$ cat src/rtl/intrusion_decision_ack_gate.sv
// Intrusion decision ACK gate: pairs ML intrusion decisions with pending RX
// message descriptors, in order, and issues ACK/NAK commands. It NAKs on a QPN
// mismatch and on a decision that arrives too late. Everything runs on nclk.

// Small synchronous FIFO with a registered occupancy count; DEPTH is a power of two.
module intrusion_decision_ack_gate_fifo #(
  parameter int WIDTH = 8,
  parameter int DEPTH = 4
) (
  input  logic                   clk,
  input  logic                   rst,
  input  logic                   push,
  input  logic                   pop,
  input  logic [WIDTH-1:0]       din,
  output logic [WIDTH-1:0]       dout,
  output logic [$clog2(DEPTH):0] count,
  output logic                   empty,
  output logic                   full
);
  localparam int AW = $clog2(DEPTH);
  localparam int CW = AW + 1;

  logic [WIDTH-1:0] mem [DEPTH];
  logic [AW-1:0]    rd_ptr_q, rd_ptr_d;
  logic [AW-1:0]    wr_ptr_q, wr_ptr_d;
  logic [CW-1:0]    count_q, count_d;
  logic             do_push, do_pop;

  assign empty   = (count_q == '0);
  assign full    = (count_q == CW'(DEPTH));
  assign count   = count_q;
  assign dout    = mem[rd_ptr_q];
  assign do_pop  = pop && !empty;
  assign do_push = push && (!full || do_pop);

  // Next pointers and occupancy; a push and a pop together on a full FIFO keep it full.
  always_comb begin
    rd_ptr_d = rd_ptr_q + AW'(do_pop);
    wr_ptr_d = wr_ptr_q + AW'(do_push);
    count_d  = count_q + CW'(do_push) - CW'(do_pop);
  end

  // Storage is not reset; only the pointers and the count decide what is valid.
  always_ff @(posedge clk) begin
    if (do_push) mem[wr_ptr_q] <= din;
  end

  // Pointer and count registers.
  always_ff @(posedge clk) begin
    if (rst) begin
      rd_ptr_q <= '0;
      wr_ptr_q <= '0;
      count_q  <= '0;
    end else begin
      rd_ptr_q <= rd_ptr_d;
      wr_ptr_q <= wr_ptr_d;
      count_q  <= count_d;
    end
  end
endmodule

module intrusion_decision_ack_gate #(
  parameter int DESC_DEPTH     = 16,
  parameter int DEC_DEPTH      = 8,
  parameter int TIMEOUT_CYCLES = 1024
) (
  input  logic        nclk,
  input  logic        nrst,
  input  logic        s_rx_meta_valid,
  output logic        s_rx_meta_ready,
  input  logic [55:0] s_rx_meta_data,
  input  logic        s_rdma_intrusion_decision_valid,
  output logic        s_rdma_intrusion_decision_ready,
  input  logic [24:0] s_rdma_intrusion_decision_data,
  output logic        m_ack_cmd_valid,
  input  logic        m_ack_cmd_ready,
  output logic [49:0] m_ack_cmd_data,
  output logic [31:0] cnt_ack_o,
  output logic [31:0] cnt_nak_o,
  output logic [31:0] cnt_mismatch_o,
  output logic [31:0] cnt_timeout_o,
  output logic        dec_overflow_o
);
  localparam int DESC_CW = $clog2(DESC_DEPTH) + 1;
  localparam int DEC_CW  = $clog2(DEC_DEPTH) + 1;

  typedef enum logic [1:0] {ST_IDLE, ST_MATCH, ST_EMIT} state_t;

  state_t state_q, state_base, state_d;

  logic [55:0]        desc_head;
  logic [24:0]        dec_head;
  logic [DESC_CW-1:0] desc_count, desc_cnt_next;
  logic [DEC_CW-1:0]  dec_count, dec_cnt_next;
  logic desc_empty, desc_full, dec_empty, dec_full;
  logic desc_push, desc_pop, dec_push_req, dec_push, dec_pop;
  logic timeout_fire, qpn_eq;

  logic        cmd_valid_q, cmd_valid_d;
  logic [49:0] cmd_data_q, cmd_data_d;
  logic [7:0]  skip_q, skip_d;
  logic [15:0] wait_q, wait_d;
  logic [31:0] cnt_ack_q, cnt_ack_d, cnt_nak_q, cnt_nak_d;
  logic [31:0] cnt_mismatch_q, cnt_mismatch_d, cnt_timeout_q, cnt_timeout_d;
  logic        overflow_q, overflow_d;
  logic        unused_opcode;

  // The opcode rides along in the descriptor but takes no part in matching.
  assign unused_opcode = &{1'b0, desc_head[7:0]};

  // The decision source ignores ready, so ready only reflects reset.
  assign s_rx_meta_ready                 = !nrst && !desc_full;
  assign s_rdma_intrusion_decision_ready = !nrst;
  assign desc_push    = s_rx_meta_valid && s_rx_meta_ready;
  assign dec_push_req = s_rdma_intrusion_decision_valid && !nrst;
  assign dec_push     = dec_push_req && (!dec_full || dec_pop);

  assign timeout_fire = (state_q == ST_IDLE) && !desc_empty && dec_empty &&
                        ((wait_q + 16'd1) == 16'(TIMEOUT_CYCLES));
  assign qpn_eq = (desc_head[55:32] == dec_head[24:1]);

  intrusion_decision_ack_gate_fifo #(.WIDTH(56), .DEPTH(DESC_DEPTH)) u_desc_fifo (
    .clk(nclk), .rst(nrst), .push(desc_push), .pop(desc_pop), .din(s_rx_meta_data),
    .dout(desc_head), .count(desc_count), .empty(desc_empty), .full(desc_full)
  );

  intrusion_decision_ack_gate_fifo #(.WIDTH(25), .DEPTH(DEC_DEPTH)) u_dec_fifo (
    .clk(nclk), .rst(nrst), .push(dec_push), .pop(dec_pop),
    .din(s_rdma_intrusion_decision_data),
    .dout(dec_head), .count(dec_count), .empty(dec_empty), .full(dec_full)
  );

  // Per-state actions: timeout, skip discard, head matching, command handshake.
  always_comb begin
    state_base     = state_q;
    cmd_data_d     = cmd_data_q;
    desc_pop       = 1'b0;
    dec_pop        = 1'b0;
    skip_d         = skip_q;
    cnt_ack_d      = cnt_ack_q;
    cnt_nak_d      = cnt_nak_q;
    cnt_mismatch_d = cnt_mismatch_q;
    cnt_timeout_d  = cnt_timeout_q;
    case (state_q)
      ST_IDLE: begin
        if (timeout_fire) begin
          cmd_data_d    = {desc_head[55:32], desc_head[31:8], 1'b1, 1'b1};
          desc_pop      = 1'b1;
          skip_d        = (skip_q == 8'hFF) ? skip_q : skip_q + 8'd1;
          cnt_timeout_d = cnt_timeout_q + 32'd1;
          state_base    = ST_EMIT;
        end else if ((skip_q != 8'd0) && !dec_empty) begin
          dec_pop = 1'b1;
          skip_d  = skip_q - 8'd1;
        end
      end
      ST_MATCH: begin
        cmd_data_d = {desc_head[55:32], desc_head[31:8], !(qpn_eq && dec_head[0]), 1'b0};
        desc_pop   = 1'b1;
        dec_pop    = 1'b1;
        if (!qpn_eq) cnt_mismatch_d = cnt_mismatch_q + 32'd1;
        state_base = ST_EMIT;
      end
      ST_EMIT: begin
        if (m_ack_cmd_ready) begin
          if (cmd_data_q[1]) cnt_nak_d = cnt_nak_q + 32'd1;
          else               cnt_ack_d = cnt_ack_q + 32'd1;
          state_base = ST_IDLE;
        end
      end
      default: state_base = ST_IDLE;
    endcase

    if (desc_pop || !dec_empty)                 wait_d = 16'd0;
    else if (state_q == ST_IDLE && !desc_empty) wait_d = wait_q + 16'd1;
    else                                        wait_d = wait_q;

    overflow_d = overflow_q || (dec_push_req && dec_full && !dec_pop);
  end

  // Enter MATCH as soon as both heads will be present next cycle, so a pair
  // written at N-1 is matched at N and the command is valid at N+1.
  always_comb begin
    desc_cnt_next = desc_count + DESC_CW'(desc_push) - DESC_CW'(desc_pop);
    dec_cnt_next  = dec_count + DEC_CW'(dec_push) - DEC_CW'(dec_pop);
    state_d       = state_base;
    if (state_base == ST_IDLE && desc_cnt_next != '0 && dec_cnt_next != '0 && skip_d == 8'd0)
      state_d = ST_MATCH;
    cmd_valid_d = (state_d == ST_EMIT);
  end

  // FSM, output command register, counters and sticky overflow flag.
  always_ff @(posedge nclk) begin
    if (nrst) begin
      state_q        <= ST_IDLE;
      cmd_valid_q    <= 1'b0;
      cmd_data_q     <= '0;
      skip_q         <= '0;
      wait_q         <= '0;
      cnt_ack_q      <= '0;
      cnt_nak_q      <= '0;
      cnt_mismatch_q <= '0;
      cnt_timeout_q  <= '0;
      overflow_q     <= 1'b0;
    end else begin
      state_q        <= state_d;
      cmd_valid_q    <= cmd_valid_d;
      cmd_data_q     <= cmd_data_d;
      skip_q         <= skip_d;
      wait_q         <= wait_d;
      cnt_ack_q      <= cnt_ack_d;
      cnt_nak_q      <= cnt_nak_d;
      cnt_mismatch_q <= cnt_mismatch_d;
      cnt_timeout_q  <= cnt_timeout_d;
      overflow_q     <= overflow_d;
    end
  end

  assign m_ack_cmd_valid = cmd_valid_q;
  assign m_ack_cmd_data  = cmd_data_q;
  assign cnt_ack_o       = cnt_ack_q;
  assign cnt_nak_o       = cnt_nak_q;
  assign cnt_mismatch_o  = cnt_mismatch_q;
  assign cnt_timeout_o   = cnt_timeout_q;
  assign dec_overflow_o  = overflow_q;
endmodule

$ cat config.mk
export PLATFORM = sky130hd
export DESIGN_NAME = intrusion_decision_ack_gate
export DESIGN_NICKNAME = d
export VERILOG_FILES = /design/src/rtl/intrusion_decision_ack_gate.sv
export SDC_FILE = /design/constraint.sdc
export NUM_CORES = 1
export LEC_CHECK = 0
export CAP_MARGIN = 30
export CELL_PAD_IN_SITES_DETAIL_PLACEMENT = 1
export CELL_PAD_IN_SITES_GLOBAL_PLACEMENT = 2
export CORE_ASPECT_RATIO = 0.7
export CORE_UTILIZATION = 41
export DETAILED_ROUTE_END_ITERATION = 8
export HOLD_SLACK_MARGIN = 0.03
export PLACE_DENSITY = 0.84
export SLEW_MARGIN = 25
export SYNTH_ARGS = -nofsm -noshare
export SYNTH_HDL_FRONTEND = slang
export SYNTH_HIERARCHICAL = 1
export SYNTH_SLANG_ARGS = --single-unit
$ cat constraint.sdc
create_clock -name nclk -period 7.62 [get_ports nclk]
set_input_delay 1.143 -clock nclk [delete_from_list [all_inputs] [get_ports nclk]]
set_output_delay 1.143 -clock nclk [all_outputs]
set_load 0.02 [all_outputs]
# After elaboration in Yosys (flattened, before gate mapping)
# Memory sizes are Yosys's and may differ from the RTL's. A register that Yosys moved wholly into a read port is not among the register bits.
# Index checks and enable logic that the tools add are counted.
# word_totals
ff_bits	229
mem_bits_rw	1096
memories	2
output_inout_bits	182
wordCells	114
in_bits	86
# mem_list
memory	depth	width	read_ports	rd_ports_with_merged_regs	write_ports	line	source
u_desc_fifo.mem	16	56	1	1	1	23	logic [WIDTH-1:0] mem [DEPTH];
u_dec_fifo.mem	8	25	1	1	1	23	
# op_classes
n_reduce_logical	45
n_addsub	19
n_eq_ne	9
mux	21
bitwise	2
# op_table
op	count
32-bit by 1-bit adder with 32-bit output (second input constant)	4
50-bit case mux with 2 select lines	1
50-bit 2-to-1 mux	1
8-bit 2-to-1 mux	4
24-bit == test	1
1-bit logical AND	18
16-bit by 1-bit adder with 16-bit output (second input constant)	1
4-bit by 1-bit adder with 4-bit output	4
16-bit by 11-bit == test with 1-bit output (second input constant)	1
5-bit by 1-bit adder with 5-bit output	2
5-bit by 1-bit subtractor with 5-bit output	2
8-bit by 1-bit adder with 8-bit output (second input constant)	1
8-bit == test (second input constant)	1
8-bit logical NOT	1
8-bit nonzero test	1
4-bit by 1-bit subtractor with 4-bit output	2
8-bit by 1-bit subtractor with 8-bit output (second input constant)	1
1-bit logical NOT	7
1-bit 2-to-1 mux	7
3-bit by 1-bit adder with 3-bit output	2
2-bit 2-to-1 mux	3
2-bit case mux with 3 select lines	1
2-bit AND reduction	3
3-bit AND reduction	2
other kinds (17)	25

# Longest topological paths before layout
# depth
depth_word	16
mapped_depth	24
ltp_nobuf	22

# By module
# Netlist, hierarchy kept.
# by_module_without_submodules
mod	area_per_inst_um2	cells_each	instances	seq_area_each_um2
intrusion_decision_ack_gate_fifo at u_desc_fifo	34219.1	1457	1	27166.1
intrusion_decision_ack_gate	9684.3	1163	1	4124.0
intrusion_decision_ack_gate_fifo at u_dec_fifo	8306.7	354	1	6206.0

# Least setup slack after synthesis
# No wires, ideal clock.
# synth_timing
path_kind	reg2reg
from	register u_desc_fifo.count_q[3] (netlist: u_desc_fifo/count[3])
to	memory u_desc_fifo.mem[8][0], enable pin
arrival_ns	6.558
slack_ns	0.523
path_stages_with_launch	16
synth_period_minus_slack_ns	7.097
t_required_ns	7.081
setup_time_ns	0.539
n_path_buf	2
path_cell_list	dfxtp_1 -> inv_1 -> ha_1 -> nor4b_1 -> nor3_2 -> nand4_1 -> a211o_1 -> nor4_4 -> and2_1 -> buf_2 -> nor2_4 -> inv_2 -> buf_2 -> o21a_1 -> nand3b_1 -> nor3_1
# synth_via
elab_chain_len	12
elab_cells_between_ends	16
classes_between	eq/ne: 1; mux: 4; reduce/logical: 11
# synth_rtl
item	line	source
from (decl)	26	logic [CW-1:0] count_q, count_d;
from (signal assigned)	57	count_q <= count_d;
5-bit logical NOT	29	assign empty = (count_q == '0);
named net desc_empty	95	logic desc_empty, desc_full, dec_empty, dec_full;
1-bit logical NOT	118	assign timeout_fire = (state_q == ST_IDLE) && !desc_empty && dec_empty &&
1-bit logical AND (3 in series)	118	
1-bit 2-to-1 mux	146	if (timeout_fire) begin
1-bit case mux with 2 select lines	144	case (state_q)
named net desc_pop	96	logic desc_push, desc_pop, dec_push_req, dec_push, dec_pop;
1-bit logical AND	33	assign do_pop = pop && !empty;
1-bit logical OR	34	assign do_push = push && (!full || do_pop);
1-bit logical AND	34	
1-bit 2-to-1 mux	45	if (do_push) mem[wr_ptr_q] <= din;
1-bit 2-to-1 mux (implied by the code)	45	
to (decl)	23	
# The timed path passes the listed nets, and every way through them passes these cells.

# Worst setup path after layout
# layout_timing
from	register u_desc_fifo.count_q[3] (netlist: u_desc_fifo/count[3])
to	register state_q[0]
# layout_via
elab_chain_len	15
elab_cells_between_ends	31
classes_between	add/sub: 4; eq/ne: 1; mux: 9; reduce/logical: 17
# layout_rtl
item	line	source
5-bit logical NOT *	29	
named net desc_empty	95	
1-bit logical NOT *	118	
1-bit logical AND * (3 in series)	118	
1-bit 2-to-1 mux	146	
1-bit case mux with 2 select lines	144	
1-bit logical OR	116	assign dec_push = dec_push_req && (!dec_full || dec_pop);
1-bit logical AND	116	
4-bit by 1-bit adder with 4-bit output	185	dec_cnt_next = dec_count + DEC_CW'(dec_push) - DEC_CW'(dec_pop);
4-bit by 1-bit subtractor with 4-bit output	185	
4-bit nonzero test	187	if (state_base == ST_IDLE && desc_cnt_next != '0 && dec_cnt_next != '0 && skip_d == 8'd0)
1-bit logical AND (2 in series)	187	
2-bit 2-to-1 mux *	187	
to (signal assigned)	206	state_q <= state_d;
to (decl)	89	state_t state_q, state_base, state_d;
# Mark *: on every way through the listed nets, which the timed path passes. The rest lies on a longest branch.
# A chain may end at the register's enable or synchronous reset.

==> impl_results.md <==
* Met1 wire length at 51.8 mm
* Area growth syn-to-layout at 17.1%
* Pre-antenna DRT Iters at 7
* Post-route ant nets at 0
* Clk sinks at 1197
* Commonest cells after routing, fill and taps aside: edfxtp_1, clkdlybuf4s50_1, dfxtp_1, nand2_1, mux4_2
* Layout Nets at 3209
* Slew HR at 0.345
* Fin crit share at 0.800
* Die H at 287 µm
* Io pins at 268
* Reg2reg setup slack at 1.52 ns
* Sum Neg Setup Slack at 0 ns
* Dpl hpwl at 71.5 mm
* Largest net degree at the start of global routing at 81
* Startpoint Class: register
* Static leakage at 17.3 nW
* Worst Skew at 0.0755 ns
* Measured slew at the worst slew-check pin at 0.981 ns
* Post-route cell area at 55600 µm²
* Total GRT Usage at 0.201
* Cells after synthesis at 2790
* Final hold vios at 0
* Hold depth at 2
* Status: finished clean
* Vias at 26000
* DP Worst Slack at 1.57 ns
* Req. time, crit path at 8.21 ns
* Met3 WL post-DR at 7.03 mm
* DP Area at 52000 µm²
* CP arrival at 6.69 ns
* Share of layout cells above drive strength 1 at 0.159
* Hold_sp: m_ack_cmd_data[25]
* Initial drt markers at 2009
* Initial Util at 0.413
* Hold_buf cts at 0
* Dpl cells at 4506
* Maximum clock frequency at 0.164 GHz
* Setup Fix Bufs, Post-CTS at 0
* Root Buffer: clkbuf_16
* Vias in the first global route at 27100
* Max cap viols at 0
* Die area at 117000 µm²
* Hold EP: m_ack_cmd_data[25]
* Setup CP Type: register to register
* H-tree depth at 3
* Routed vias/inst at 5.51
* IO Port Bufs at 259
* DR WL/cell at 25.1 µm
* WL met2 at 56.6 mm
* Synthesized area at 47500 µm²
* Most common cell after layout, fill and taps aside: edfxtp_1
* # rows at 104
* Non-filler cells, final at 4719
* Core area at 115000 µm²
* Clk Latency, worst-skew pair at 0.75 ns
* DRC Markers at 0
* Synth warnings at 6
* Reg2reg path depth at 25
* Die X at 409 µm
* Crit path capture type: register
* RSZ-0062 raised after global routing: no
* Highest metal used: met5
* First-pass GRT wire length at 177 mm
* Mean Syn Cell Area at 17.0 µm²
* Final Setup Violations at 0
* CTS Buffer Depth at 3
* R2R Path End: state_q[0]
* Antenna violations before repair at 12
* Post-cts sizing count at 0
* Crit path max fanout at 52
* Fin util at 0.484
* Peak VDD IR at 0.203 mV
* Fin crit period at 6.10 ns
* Hold Crit Class: register to register
* RR Startpoint: u_desc_fifo/count[3]
* Power Density at 272 nW/µm²
* Clk slew on worst S/H paths at 0.06 ns
* Worst setup margin at 1.52 ns
* Max-slew violation count at 0
* Synth Net Count at 2916
* CTS tree: yes
* TritonCTS Buffers at 112
* PnR Total Power at 15.1 mW
* GR Overflow Total at 0
* Drt total wl at 119 mm
* Gpl congestion at 0.742
* Final hold slack at 0.446 ns
[routing by layer]
| layer | vias to the layer above | GRT usage |
|---|---|---|
| li1 | 11500 | - |
| met1 | 13600 | 0.282 |
| met2 | 787 | 0.322 |
| met3 | 179 | 0.0363 |
| met4 | 8 | 0.0600 |
| met5 | - | 0 |
[registers in the layout, indices dropped and copies added (netlist names)]
name                  cells
cnt_nak_o                32
u_dec_fifo/wr_ptr_q       3
cnt_ack_o                32
u_dec_fifo/mem          200
u_desc_fifo/wr_ptr_q      4
u_dec_fifo/rd_ptr_q       3
u_desc_fifo/count         5
cnt_mismatch_o           32
u_dec_fifo/count          4
m_ack_cmd_data           50
skip_q                    8
m_ack_cmd_valid           1
wait_q                   16
u_desc_fifo/rd_ptr_q      4
u_desc_fifo/mem         768
state_q                   2
cnt_timeout_o            32
dec_overflow_o            1
[how the worst max path moves through the flow]
stage,cells past startpoint,slack [ns],from,to
floorplan,15,1.09,u_desc_fifo/count[3],u_desc_fifo/mem[8][10]
global placement,25,1.69,u_desc_fifo/count[3],state_q[0]
detailed placement,25,1.57,u_desc_fifo/count[3],state_q[0]
CTS,25,1.49,u_desc_fifo/count[3],state_q[0]
global route,25,1.04,u_desc_fifo/count[3],state_q[0]
finish,25,1.52,u_desc_fifo/count[3],state_q[0]
[where the power goes]
group	switching, mW	internal [mW]
clock network	2.50	3.01
registers	0.157	7.26
logic	1.21	0.975
total	3.86	11.2
[layout make-up]
cell class,instances,area (µm²)
clock inverter,73,708
tap,1537,1920
clock buffer,134,2910
fill,10900,59300
sequential,1197,33700
antenna,6,15.0
multi-input combinational,1398,13000
inverter,53,199
timing repair buffer,321,3210
[critical path, cell delays in order (launching register included)]
cell	delay [ns]
dfxtp_1	0.41
inv_1	0.09
ha_1	0.21
nor4b_1	0.15
buf_4	0.17
nor3_2	0.41
nand4_1	0.17
a211o_1	0.35
nor4_4	0.14
buf_4	0.23
and2_1	0.21
nor2_4	0.04
buf_4	0.37
inv_2	0.58
ha_1	0.20
inv_1	0.04
ha_1	0.20
fa_1	0.40
a21o_1	0.19
a21oi_1	0.16
xnor2_1	0.09
nand2_1	0.07
nor4_1	0.05
a2111oi_0	0.40
o2111ai_1	0.21
nor4_2	0.31
No activity file was read; power rests on OpenSTA's default activity.
